--- src/rtl/max_pool_2x2_if.sv ---
// Conv-result stream into the 2x2 max-pool stage and pooled stream out of it.
// The upstream/testbench side uses master, the pooling block uses slave.
interface max_pool_2x2_if #(
   parameter int DATA_W = 16
);
   logic signed [DATA_W-1:0] in_data;
   logic                     in_valid;
   logic signed [DATA_W-1:0] out_data;
   logic                     out_valid;
   logic                     frame_done;

   modport master (
      output in_data, in_valid,
      input  out_data, out_valid, frame_done
   );

   modport slave (
      input  in_data, in_valid,
      output out_data, out_valid, frame_done
   );
endinterface

--- src/rtl/max_pool_2x2.sv ---
// 2x2 stride-2 signed max pooling over a row-major W x W conv map (W = SIZE-2).
// Odd columns fold pairs into a half-width line buffer; odd rows close the window.
module max_pool_2x2 #(
   parameter int SIZE   = 7,
   parameter int DATA_W = 16
) (
   input  logic           clk,
   input  logic           rst_n,
   input  logic           clr,
   max_pool_2x2_if.slave  bus
);
   localparam int W    = SIZE - 2;
   localparam int HALF = W / 2;
   localparam int CW   = $clog2(W + 1);
   localparam int LB_N = (HALF > 0) ? HALF : 1;
   localparam int IW   = (LB_N > 1) ? $clog2(LB_N) : 1;

   logic [CW-1:0]            r_col;
   logic [CW-1:0]            r_row;
   logic signed [DATA_W-1:0] r_hold;
   logic signed [DATA_W-1:0] r_linebuf [LB_N];
   logic signed [DATA_W-1:0] r_out_data;
   logic                     r_out_valid;
   logic                     r_frame_done;

   logic                     w_col_last;
   logic                     w_row_last;
   logic                     w_col_pool;
   logic                     w_row_pool;
   logic [IW-1:0]            w_lb_idx;
   logic signed [DATA_W-1:0] w_lb_rd;
   logic signed [DATA_W-1:0] w_pair_max;
   logic signed [DATA_W-1:0] w_win_max;

   function automatic logic signed [DATA_W-1:0] smax(
      input logic signed [DATA_W-1:0] a,
      input logic signed [DATA_W-1:0] b
   );
      return (a > b) ? a : b;
   endfunction

   // Trailing odd row/column of an odd-width map fall outside every window.
   assign w_col_last = (r_col == CW'(W - 1));
   assign w_row_last = (r_row == CW'(W - 1));
   assign w_col_pool = (r_col < CW'(2 * HALF));
   assign w_row_pool = (r_row < CW'(2 * HALF));
   assign w_lb_idx   = IW'(r_col >> 1);
   assign w_lb_rd    = r_linebuf[w_lb_idx];
   assign w_pair_max = smax(r_hold, bus.in_data);
   assign w_win_max  = smax(w_lb_rd, w_pair_max);

   always_ff @(posedge clk or negedge rst_n) begin
      if (!rst_n) begin
         r_col        <= '0;
         r_row        <= '0;
         r_hold       <= '0;
         r_out_data   <= '0;
         r_out_valid  <= 1'b0;
         r_frame_done <= 1'b0;
         for (int i = 0; i < LB_N; i++) r_linebuf[i] <= '0;
      end else if (clr) begin
         r_col        <= '0;
         r_row        <= '0;
         r_hold       <= '0;
         r_out_data   <= '0;
         r_out_valid  <= 1'b0;
         r_frame_done <= 1'b0;
         for (int i = 0; i < LB_N; i++) r_linebuf[i] <= '0;
      end else begin
         r_out_valid  <= 1'b0;
         r_frame_done <= 1'b0;
         if (bus.in_valid) begin
            if (w_col_pool && w_row_pool) begin
               if (!r_col[0]) begin
                  r_hold <= bus.in_data;
               end else if (!r_row[0]) begin
                  r_linebuf[w_lb_idx] <= w_pair_max;
               end else begin
                  r_out_data  <= w_win_max;
                  r_out_valid <= 1'b1;
               end
            end
            if (w_col_last) begin
               r_col <= '0;
               if (w_row_last) begin
                  r_row        <= '0;
                  r_frame_done <= 1'b1;
               end else begin
                  r_row <= r_row + CW'(1);
               end
            end else begin
               r_col <= r_col + CW'(1);
            end
         end
      end
   end

   assign bus.out_data   = r_out_data;
   assign bus.out_valid  = r_out_valid;
   assign bus.frame_done = r_frame_done;
endmodule

--- src/flat_wrapper.sv ---
// flat-port wrapper written by rule: the top's interface ports become plain ports
module max_pool_2x2_flat 
#(
   parameter int SIZE   = 7,
   parameter int DATA_W = 16
)
  (clk, rst_n, clr, bus_in_data, bus_in_valid, bus_out_data, bus_out_valid, bus_frame_done);
  max_pool_2x2_if #(.DATA_W(DATA_W)) bus_i ();
  input  logic clk;
  input  logic rst_n;
  input  logic clr;
  input wire logic [$bits(bus_i.in_data)-1:0] bus_in_data;
  input wire logic [$bits(bus_i.in_valid)-1:0] bus_in_valid;
  output wire logic [$bits(bus_i.out_data)-1:0] bus_out_data;
  output wire logic [$bits(bus_i.out_valid)-1:0] bus_out_valid;
  output wire logic [$bits(bus_i.frame_done)-1:0] bus_frame_done;
  assign bus_i.in_data = bus_in_data;
  assign bus_i.in_valid = bus_in_valid;
  assign bus_out_data = bus_i.out_data;
  assign bus_out_valid = bus_i.out_valid;
  assign bus_frame_done = bus_i.frame_done;
  max_pool_2x2 #(.SIZE(SIZE), .DATA_W(DATA_W)) u_core (.clk(clk), .rst_n(rst_n), .clr(clr), .bus(bus_i));
endmodule
--- config.mk ---
export PLATFORM = sky130hd
export DESIGN_NAME = max_pool_2x2_flat
export DESIGN_NICKNAME = d
export VERILOG_FILES = /design/src/rtl/max_pool_2x2_if.sv /design/src/rtl/max_pool_2x2.sv /design/src/flat_wrapper.sv
export SDC_FILE = /design/constraint.sdc
export NUM_CORES = 1
export LEC_CHECK = 0
export ABC_CLOCK_PERIOD_IN_PS = 5100
export CORE_UTILIZATION = 45
export CTS_BUF_LIST = sky130_fd_sc_hd__clkbuf_4 sky130_fd_sc_hd__clkbuf_8
export DETAILED_ROUTE_END_ITERATION = 10
export HOLD_SLACK_MARGIN = 0.06
export PLACE_DENSITY = 0.65
export SKIP_LAST_GASP = 1
export SLEW_MARGIN = 20
export SYNTH_ARGS = -nofsm -noshare
export SYNTH_HDL_FRONTEND = slang
export SYNTH_SLANG_ARGS = --single-unit
export TNS_END_PERCENT = 100
--- constraint.sdc ---
create_clock -name clk -period 5.1 [get_ports clk]
set_clock_uncertainty 0.15 [all_clocks]
set_input_delay 1.275 -clock clk [delete_from_list [all_inputs] [get_ports clk]]
set_output_delay 1.275 -clock clk [all_outputs]
set_load 0.02 [all_outputs]
==> results.toml <==
[layout]
seq_area_um2 = 1800
n_antenna_cell = 0
fillers = 656
final_nets = 568
stdcell_count = 623
final_core_util = 0.672
final_common_cell = "nand2_1"
drive_above_1_share = 0.349
mostFrequentLayoutCells = "nand2_1 (75), dfrtp_1 (72), buf_4 (63)"
area_growth_pct = 41.9
multi_input_area_um2 = 2490

[route]
dr.pass1.iters = 4
viasPerCell = 5.57
totalWireLength_mm = 10.9
top_layer = "met4"
ant_nets = 0
drc = 0
drt_iter0_drc = 157
vias = 3472
routedWlPerCell_um = 17.4
route.met2.wl_mm = 5.35
wirelength_met1_mm = 5.02
met3_length_um = 319

[timing]
fin_crit_ps = 4990
post-route-period-util = 0.979
rsz0062_at_grt = "yes"
slew_headroom = 0.374
clock.fmax_ghz = 0.200
setup_tns_ps = 0
tightest_slew_ps = 939
final-hold-violation-count = 0
drv_slew = 0
finalSetupViolCount = 0

[power_and_ir_drop]
pwr-share-clk = 0.300
p_comb_frac = 0.275
power.leakage_uw = 0.00257
power.density_nw_per_um2 = 253
peakVddDrop_mv = 0.146
p_sw_uw = 421
p_seq_frac = 0.424
p_int_uw = 1000
netSwitchingFraction = 0.296

[synth]
synthMuxAreaShare = 0.0911
netlist_area_um2 = 3970
synth_cell_types = 38
ys_seq_area_frac = 0.454
synth_simple_gate_area_frac = 0.127
synth_top_family_by_area = "compound AO/OA/AOI/OAI gates"
synth_seq_cells = 72
synth-compound-area-share = 0.172
syn_avg_cell_area_um2 = 9.56
synth_async_sr_flop_share = 1.00
yosysWarningCount = 0
synth_adder_area_share = 0.110
synth_edf_count = 0
synth_nets = 470
synth-main-ff-cell = "dfrtp_1"
syn_inst = 415
synth_xor_area_frac = 0.00221

[critical_path]
critPathTopFamily = "compound AO/OA/AOI/OAI gates"
crit_slowest_cell = "a2111o_1"
cp_cell_sequence = "buf_6 > inv_2 > ha_4 > nand4_1 > buf_4 > nor3_2 > a2111o_1 > a211o_1 > mux2i_4 > buf_12 > buf_12 > mux2i_2 > buf_4 > ha_4 > nor2b_2 > o211ai_1 > a211o_1 > a21oi_2 > nor3b_4 > nand2b_4 > o21ai_1"
worst_setup_path_end_kind = "flop"
start_kind = "input pin"
cp_data_arrival_time_ps = 5070
worstSetupPathType = "input pin to flop"
critPathBufInv = 6
worstPathRequired_ps = 5170
crit_fanout = 8
cpPeakStageDelay_ps = 350

[grt]
antenna_found_initial = 0
grt_pass1_wl_mm = 17.2
grt_pass1_vias = 3565
track_usage = 0.252
grt_max_degree = 47
overflow = 0

[die]
die_h_um = 95.9
initial_core_util = 0.474
core_area_um2 = 8380
num_rows = 33
ioPinCount = 38
die_w_um = 95.9
fp.dieArea_um2 = 9200

[placed_design]
dp_cells = 594
globalplace.congestion = 0.871
hpwlAfterDp_mm = 7.14
io_buffers = 37

[clocking]
clk_path_buf_depth = 2
cts_num_sinks = 72
cts_buffers = 9
worstSkewPairLatency_ps = 340
hold_buffers = 0
ctsHtreeMaxLevel = 3
root_buffer = "clkbuf_8"
path_clk_slew_ps = 70
cts_tree = "done"

[run]
drv_cap = 0

[hold_path]
hp-class = "flop to flop"

[status]
outcome = "completed"
[final timing paths]
| path | from | to | slack [ps] | cells after the start |
|---|---|---|---|---|
| setup reg to reg | u_core.r_hold[15] | u_core.bus.out_data[12] | 680 | 18 |
| setup / recovery | bus_in_data[12] | u_core.bus.out_data[12] | 110 | 21 |
| min in group asynchronous | rst_n | u_core.r_linebuf[4] | 790 | 1 |
| max in group asynchronous | rst_n | u_core.r_linebuf[22] | 3210 | 2 |
| hold / removal | u_core.r_linebuf[1] | u_core.r_linebuf[1] | 330 | 2 |
| hold reg to reg | u_core.r_linebuf[1] | u_core.r_linebuf[1] | 330 | 2 |
[logic make-up (layout without fill, tap and decap cells)]
group / count (synthesis) / count (layout)
AOI/OAI and AO/OA: 115 / 115
xor gates and xnor gates: 1 / 1
buffers and inverters: 43 / 145
DFF: 72 / 72
and+or+nand+nor: 116 / 117
muxes: 33 / 33
adders and majority gates: 35 / 35
[final cells by class]
cell class,instances,area share
Tap cell,105,0.0233
Multi-Input combinational cell,301,0.443
Timing Repair Buffer,104,0.162
Clock inverter,2,0.00244
Inverter,25,0.0184
Sequential cell,72,0.320
Clock buffer,14,0.0309
[cells in the mapped netlist, types with 2 or more instances]
master    count  area [um^2]
a211o_1       2         17.5
a21o_1        5         37.5
a21oi_1      31          155
a32oi_1      15          131
and3_1        2         12.5
clkbuf_1     16         60.1
dfrtp_1      72         1800
ha_1         35          438
inv_1        25         93.8
mux2_2       15          169
mux2i_1      17          170
nand2_1      78          293
nand2b_1      2         12.5
nand3_1       5         25.0
nand4_1       6         37.5
nor2_1        8         30.0
nor2b_1       3         18.8
nor3_1        6         30.0
nor4_1        2         12.5
o21ai_0      23          115
o21ai_1      30          150
[registers in the layout (all words and copies together), names as in the netlist]
name / cells
u_core.r_row: 3
u_core.r_hold: 16
u_core.bus.frame_done: 1
u_core.bus.out_data: 16
u_core.bus.out_valid: 1
u_core.r_linebuf: 32
u_core.r_col: 3
[metal layers]
layer | GRT usage | up-vias
met4 | 0.0995 | 0
li1 | - | 1684
met1 | 0.331 | 1697
met5 | 0 | -
met3 | 0.0324 | 18
met2 | 0.422 | 73
[power by group through the flow]
stage | clock [uW] | combinational, uW | sequential [uW]
6_report | 428 | 392 | 604
5_1_grt | 464 | 425 | 606
4_1_cts | 435 | 345 | 602
3_5_place_dp | 0 | 311 | 612
3_3_place_gp | 0 | 305 | 611
2_1_floorplan | 0 | 167 | 606
[metrics by stage]
stage	power, uW	hold slack (ps)	instance area, um^2	setup WS, ps
floorplan	773	294	4100	-14.8
global placement	916	308	4950	-680
detailed placement	923	316	4950	-764
CTS	1380	335	5350	2.27
global route	1490	355	5630	-68.6
finish	1420	335	5630	108
[worst reg2reg max path: stages (launching register included)]
cell and delay (ps):
dfrtp_1 450, ha_4 290, nand4_1 160, buf_4 200, nor4_4 290, a211o_1 220
mux2i_4 350, buf_12 190, buf_12 140, mux2i_2 210, buf_4 160, ha_4 200
nor2b_2 140, o211ai_1 210, a211o_1 190, a21oi_2 70, nor3b_4 300, nand2b_4 300
o21ai_1 100
[timing repair]
| item | in CTS | in global routing |
|---|---|---|
| gates resized for setup | 48 | 70 |
| gates cloned | 2 | 0 |
| pin swaps | 16 | 23 |
| endpoints found under the setup margin | 16 | 16 |
| buffers inserted | 6 | 5 |
Note: power is estimated with default switching activity, not from simulation.
